$ cat config.mk
export PLATFORM = sky130hd
export DESIGN_NAME = mips_store_monitor_flat
export DESIGN_NICKNAME = d
export VERILOG_FILES = /design/src/rtl/mips_store_monitor_if.sv /design/src/rtl/mips_store_monitor.sv /design/src/flat_wrapper.sv
export SDC_FILE = /design/constraint.sdc
export NUM_CORES = 1
export LEC_CHECK = 0
export CORE_MARGIN = 2
export CORE_UTILIZATION = 39
export DETAILED_ROUTE_END_ITERATION = 8
export PLACE_DENSITY = 0.8
export SYNTH_ARGS = -nofsm -noshare
export SYNTH_HDL_FRONTEND = slang
export SYNTH_SLANG_ARGS = --single-unit
$ cat constraint.sdc
create_clock -name clk -period 2.3 [get_ports clk]
set_input_delay 0.23 -clock clk [delete_from_list [all_inputs] [get_ports clk]]
set_output_delay 0.23 -clock clk [all_outputs]
set_load 0.05 [all_outputs]
$ cat src/rtl/mips_store_monitor_if.sv
// Purpose : data-memory write port of the single-cycle MIPS core, grouped
//           so that the core and the store monitor share one bundle.
// Signals : memwrite  - data-memory write enable
//           dataaddr  - data-memory byte address
//           writedata - data-memory write data
// Modports: master (core side, drives the port), slave (monitor side)
interface mips_store_monitor_if;
  logic        memwrite;
  logic [31:0] dataaddr;
  logic [31:0] writedata;

  modport master (output memwrite, output dataaddr, output writedata);
  modport slave  (input  memwrite, input  dataaddr, input  writedata);
endinterface

$ cat src/rtl/mips_store_monitor.sv
// Purpose : watches every store issued by the single-cycle MIPS core and
//           reaches a pass/fail verdict. A store of PASS_DATA to PASS_ADDR
//           passes, stores to SCRATCH_ADDR are tolerated, any other store
//           fails. A cycle budget bounds the run (timeout verdict).
// Ports   : clk, reset (synchronous, active-high)
//           bus         - core data-memory write port (slave side)
//           done/pass/fail/timeout - registered verdict flags
//           store_count - stores seen while running (saturating)
//           cycle_count - running cycles elapsed (saturating)
//           last_addr/last_data - most recent observed store
//
// state   | meaning
// --------+----------------------------------------------------------
// ST_RUN  | program running; stores and the cycle budget are evaluated
// ST_PASS | pass store seen; terminal until reset
// ST_FAIL | illegal store seen; terminal until reset
// ST_TOUT | cycle budget ran out without a verdict; terminal until reset
module mips_store_monitor #(
  parameter logic [31:0] PASS_ADDR      = 32'd84,
  parameter logic [31:0] PASS_DATA      = 32'd7,
  parameter logic [31:0] SCRATCH_ADDR   = 32'd80,
  parameter int          TIMEOUT_CYCLES = 1000,
  parameter int          CNT_W          = 16
) (
  input  logic                  clk,
  input  logic                  reset,
  mips_store_monitor_if.slave   bus,
  output logic                  done,
  output logic                  pass,
  output logic                  fail,
  output logic                  timeout,
  output logic [CNT_W-1:0]      store_count,
  output logic [CNT_W-1:0]      cycle_count,
  output logic [31:0]           last_addr,
  output logic [31:0]           last_data
);

  typedef enum logic [1:0] {
    ST_RUN  = 2'd0,
    ST_PASS = 2'd1,
    ST_FAIL = 2'd2,
    ST_TOUT = 2'd3
  } state_t;

  // Compared at 32 bits so a narrow counter can never alias the budget.
  localparam logic [31:0] LAST_CYCLE = 32'(TIMEOUT_CYCLES - 1);

  state_t           state_q, state_d;
  logic [CNT_W-1:0] store_count_q, store_count_d;
  logic [CNT_W-1:0] cycle_count_q, cycle_count_d;
  logic [31:0]      last_addr_q, last_addr_d;
  logic [31:0]      last_data_q, last_data_d;
  logic             done_q, done_d;
  logic             pass_q, pass_d;
  logic             fail_q, fail_d;
  logic             timeout_q, timeout_d;

  logic             at_last_cycle;
  logic             is_pass_store;
  logic             is_scratch_store;

  assign at_last_cycle    = (32'(cycle_count_q) == LAST_CYCLE);
  assign is_pass_store    = (bus.dataaddr == PASS_ADDR) && (bus.writedata == PASS_DATA);
  assign is_scratch_store = (bus.dataaddr == SCRATCH_ADDR);

  always_comb begin
    state_d       = state_q;
    store_count_d = store_count_q;
    cycle_count_d = cycle_count_q;
    last_addr_d   = last_addr_q;
    last_data_d   = last_data_q;

    if (state_q == ST_RUN) begin
      if (cycle_count_q != {CNT_W{1'b1}}) begin
        cycle_count_d = cycle_count_q + CNT_W'(1);
      end

      // A store on the last budgeted cycle takes priority over the timeout.
      if (bus.memwrite) begin
        if (store_count_q != {CNT_W{1'b1}}) begin
          store_count_d = store_count_q + CNT_W'(1);
        end
        last_addr_d = bus.dataaddr;
        last_data_d = bus.writedata;
        if (is_pass_store) begin
          state_d = ST_PASS;
        end else if (!is_scratch_store) begin
          state_d = ST_FAIL;
        end
      end else if (at_last_cycle) begin
        state_d = ST_TOUT;
      end
    end

    // Flags are decoded from the next state so they land in flops together
    // with the state itself.
    done_d    = (state_d != ST_RUN);
    pass_d    = (state_d == ST_PASS);
    fail_d    = (state_d == ST_FAIL) || (state_d == ST_TOUT);
    timeout_d = (state_d == ST_TOUT);
  end

  always_ff @(posedge clk) begin
    if (reset) begin
      state_q       <= ST_RUN;
      store_count_q <= '0;
      cycle_count_q <= '0;
      last_addr_q   <= '0;
      last_data_q   <= '0;
      done_q        <= 1'b0;
      pass_q        <= 1'b0;
      fail_q        <= 1'b0;
      timeout_q     <= 1'b0;
    end else begin
      state_q       <= state_d;
      store_count_q <= store_count_d;
      cycle_count_q <= cycle_count_d;
      last_addr_q   <= last_addr_d;
      last_data_q   <= last_data_d;
      done_q        <= done_d;
      pass_q        <= pass_d;
      fail_q        <= fail_d;
      timeout_q     <= timeout_d;
    end
  end

  assign done        = done_q;
  assign pass        = pass_q;
  assign fail        = fail_q;
  assign timeout     = timeout_q;
  assign store_count = store_count_q;
  assign cycle_count = cycle_count_q;
  assign last_addr   = last_addr_q;
  assign last_data   = last_data_q;

endmodule
$ cat src/flat_wrapper.sv
// flat-port wrapper written by rule: the top's interface ports become plain ports
module mips_store_monitor_flat 
#(
  parameter logic [31:0] PASS_ADDR      = 32'd84,
  parameter logic [31:0] PASS_DATA      = 32'd7,
  parameter logic [31:0] SCRATCH_ADDR   = 32'd80,
  parameter int          TIMEOUT_CYCLES = 1000,
  parameter int          CNT_W          = 16
)
  (clk, reset, done, pass, fail, timeout, store_count, cycle_count, last_addr, last_data, bus_memwrite, bus_dataaddr, bus_writedata);
  mips_store_monitor_if bus_i ();
  input  logic clk;
  input  logic reset;
  output logic done;
  output logic pass;
  output logic fail;
  output logic timeout;
  output logic [CNT_W-1:0] store_count;
  output logic [CNT_W-1:0] cycle_count;
  output logic [31:0] last_addr;
  output logic [31:0] last_data;
  input wire logic [$bits(bus_i.memwrite)-1:0] bus_memwrite;
  input wire logic [$bits(bus_i.dataaddr)-1:0] bus_dataaddr;
  input wire logic [$bits(bus_i.writedata)-1:0] bus_writedata;
  assign bus_i.memwrite = bus_memwrite;
  assign bus_i.dataaddr = bus_dataaddr;
  assign bus_i.writedata = bus_writedata;
  mips_store_monitor #(.PASS_ADDR(PASS_ADDR), .PASS_DATA(PASS_DATA), .SCRATCH_ADDR(SCRATCH_ADDR), .TIMEOUT_CYCLES(TIMEOUT_CYCLES), .CNT_W(CNT_W)) u_core (.clk(clk), .reset(reset), .bus(bus_i), .done(done), .pass(pass), .fail(fail), .timeout(timeout), .store_count(store_count), .cycle_count(cycle_count), .last_addr(last_addr), .last_data(last_data));
endmodule
==> flow_summary_export.csv <==
group,metric,value,unit
worst_setup_path,critPathLaunchType,"flip-flop",
die,rows,37,
sta,post-route-period-util,88.42,%
detailed_routing,route.detailed.drc,0,
sta,fmax,0.4917,GHz
cts,root_buffer,"clkbuf_8",
cts,clk_pin_slew,0.09,ns
cts,cts_resized,0,
synth,synth_cell_types,38,
sta,fin_worst_skew,0.009267,ns
layout,area_growth,47.72,%
sta,hold_viol,0,
worst_setup_path,cp_slowest_stage_delay,0.45,ns
synth,synth_area,4177,sq um
detailed_routing,drt_first_pass_iters,5,
die,die_w,107.5,microns
cts,ctsHoldBuffers,0,
cts,post-cts-setup-buffers,0,
worst_setup_path,end_kind,"flip-flop",
detailed_routing,ant_nets,0,
detailed_routing,vias,4217,
layout,mostFrequentLayoutCell,"clkdlybuf4s50_1",
worst_setup_path,cpMaxStageDelayCell,"nor4bb_1",
cts,cts_tree,"done",
worst_setup_path,r2r-start,"u_core.cycle_count[1]",
detailed_routing,wl_per_cell,15.13,microns
flow_run,drv_cap,0,
cts,cts_made_buffers,9,
cts,clock-sinks,102,
status,status,"finished clean",
sta,setup_violations,0,
worst_setup_path,r2r-end,"u_core.timeout",
synth,syn_nets,585,
cts,cts_max_level,3,
layout,antennaDiodeCount,0,
grt,grt_max_degree,77,
layout,nNetsFinal,738,
worst_setup_path,cp_max_fo,5,
cts,ctsLongestPathBuffers,2,
die,coreArea,10370,sq um
sta,timing.hold.ws,0.3115,ns
sta,rsz0062_at_grt,"false",
power_and_ir_drop,pwr_density_cell,616.8,nW/um^2
sta,relSlewSlack,55.26,%
die,ios,167,
sta,worst_pin_slew,0.6711,ns
worst_setup_path,crit_arrival,2.32,ns
placed_design,portBuffers,166,
cts,clk_latency,0.35,ns
power_and_ir_drop,irDropWorstVdd,0.0003690,V
worst_setup_path,crit_chain,"ha_1 -> nor4bb_1 -> nand4_1 -> a21oi_1 -> a221oi_1 -> buf_4 -> nor3_1",
sta,slew_viol_final,0,
placed_design,dpl_worst_slack,-0.005525,ns
worst_setup_path,regToRegSetupSlack,0.27,ns
detailed_routing,routed_wl,12250,microns
synth,synth.avg_cell_area,8.094,sq um
power_and_ir_drop,power.leakage,0.002176,uW
detailed_routing,drtIter0Drc,295,
worst_hold_path,whs_path_depth,2,
layout,drive_above_1_share,4.154,%
placed_design,gp_congestion,0.8565,
layout,mostFrequentLayoutCells,"165 x clkdlybuf4s50_1, 137 x nand2_1, 102 x dfxtp_1",
worst_hold_path,holdPathEnd,"u_core.store_count[12]",
synth,ys_seq_elements,102,
sta,post-route-min-period,2.034,ns
worst_hold_path,hold_start,"reset",
grt,grt_antenna_before_repair,0,
die,start_util,40.28,%
worst_hold_path,hold_path.class,"input pin to flip-flop",
worst_setup_path,crit_type,"flip-flop to flip-flop",
worst_setup_path,cp_top_family,"simple AND/OR/NAND/NOR gates",
worst_setup_path,r2r_cells,7,
sta,finalWorstSetupSlack,0.2664,ns
die,die_height,107.5,microns
synth,syn_inst,516,
synth,ys_seq_area_share,48.89,%
synth,ys_warn_count,0,
grt,grt_overflow_total,0,
worst_setup_path,critPathRequiredTime,2.58,ns
die,dieArea,11550,sq um
grt,first_global_vias,4088,
placed_design,hpwl,8898,microns
grt,grt_usage,20.79,%
detailed_routing,drt-vias-per-instance,5.206,
grt,grt_pass1_wl,19380,microns
worst_setup_path,worst-path-buf-inv,1,
registers in the layout (all words and copies together) (netlist names):
register            flops
u_core.done             1
u_core.pass             1
u_core.state_q          2
u_core.last_data       32
u_core.timeout          1
u_core.fail             1
u_core.last_addr       32
u_core.cycle_count     16
u_core.store_count     16
power breakdown:
| part | leakage (uW) | internal [uW] | switching, uW |
|---|---|---|---|
| logic | 0.00125 | 298 | 484 |
| clock network | 0.0000955 | 534 | 601 |
| registers | 0.000832 | 1840 | 46.9 |
| total | 0.00218 | 2670 | 1130 |
how the worst max path moves through the flow:
stage	start	endpoint	slack, ns	cells past startpoint
floorplan	u_core.cycle_count[0]	u_core.cycle_count[1]	0.26	6
global placement	bus_dataaddr[3]	u_core.timeout	0.03	7
detailed placement	bus_writedata[27]	u_core.timeout	-0.006	7
CTS	u_core.cycle_count[1]	u_core.timeout	0.27	7
global route	u_core.cycle_count[0]	u_core.timeout	0.06	7
finish	u_core.cycle_count[1]	u_core.timeout	0.27	7
logic make-up (layout without fill, tap and decap cells):
| logic type | count (synthesis) | in the layout | share of synthesized area, % |
|---|---|---|---|
| simple gates | 256 | 256 | 29.03 |
| flops | 102 | 102 | 48.89 |
| compound gates | 93 | 93 | 12.40 |
| buf+inv | 36 | 194 | 3.355 |
| xor+xnor | 25 | 25 | 5.243 |
| fa+ha+maj | 2 | 2 | 0.5991 |
| mux | 2 | 2 | 0.4793 |
per-stage QoR:
stage	instance area [sq um]	total power, uW	util [%]	instances	setup TNS, ns
after floorplan	4177	2368	-	516	0
after detailed placement	5969	2713	57.57	794	-0.006932
after CTS	6170	3841	59.50	810	0
final	6170	3806	59.50	810	0
after global placement	5969	2696	57.57	794	0
after global routing	6170	3983	59.50	810	0
synthesized netlist by cell type:
| cell type | number | area share (%) |
|---|---|---|
| nor3b_1 | 2 | 0.36 |
| o211ai_1 | 7 | 1.3 |
| a311oi_1 | 1 | 0.21 |
| clkbuf_1 | 26 | 2.3 |
| nand2_1 | 137 | 12 |
| nand2b_1 | 1 | 0.15 |
| and2_1 | 2 | 0.30 |
| a221oi_1 | 1 | 0.21 |
| o31ai_1 | 1 | 0.18 |
| nor4bb_1 | 1 | 0.24 |
| nor3_1 | 9 | 1.1 |
| mux2i_1 | 2 | 0.48 |
| or3_1 | 6 | 0.90 |
| a21oi_1 | 69 | 8.3 |
| buf_1 | 2 | 0.18 |
| and3_1 | 10 | 1.5 |
| nor3_2 | 2 | 0.48 |
| and4_1 | 7 | 1.5 |
| xor2_1 | 20 | 4.2 |
| ha_1 | 2 | 0.60 |
| o2111ai_1 | 4 | 0.84 |
| o31a_1 | 1 | 0.21 |
| nand3_2 | 1 | 0.24 |
| nor4_1 | 15 | 2.2 |
| or3b_4 | 1 | 0.27 |
| nor2_1 | 34 | 3.1 |
| nor4b_1 | 5 | 1.0 |
| inv_1 | 4 | 0.36 |
| o21ai_1 | 2 | 0.24 |
| nand4_1 | 13 | 1.9 |
| and4b_1 | 2 | 0.48 |
| buf_2 | 4 | 0.48 |
| a31oi_1 | 1 | 0.15 |
| nand3_1 | 8 | 0.96 |
| xnor2_1 | 5 | 1.0 |
| dfxtp_1 | 102 | 49 |
| o21a_1 | 2 | 0.36 |
| o21ai_0 | 4 | 0.48 |
layer usage:
layer | up-vias | global-route usage, % | part of all wire (%)
met5 | - | 0 | 0
met4 | 0 | 5.220 | 0.93
met3 | 9 | 4.177 | 6.3
met2 | 134 | 36.48 | 50
met1 | 1990 | 26.02 | 42
li1 | 2084 | - | -
layout make-up:
class / instances / area [sq um]
clock buffer: 11 / 141.4
clock inverter: 5 / 58.81
fill: 920 / 4200
inverter: 4 / 15.01
multi-input combinational: 378 / 2001
sequential: 102 / 2042
tap: 136 / 170.2
timing repair buffer: 174 / 1742
Note: power is estimated with default switching activity, not from simulation.
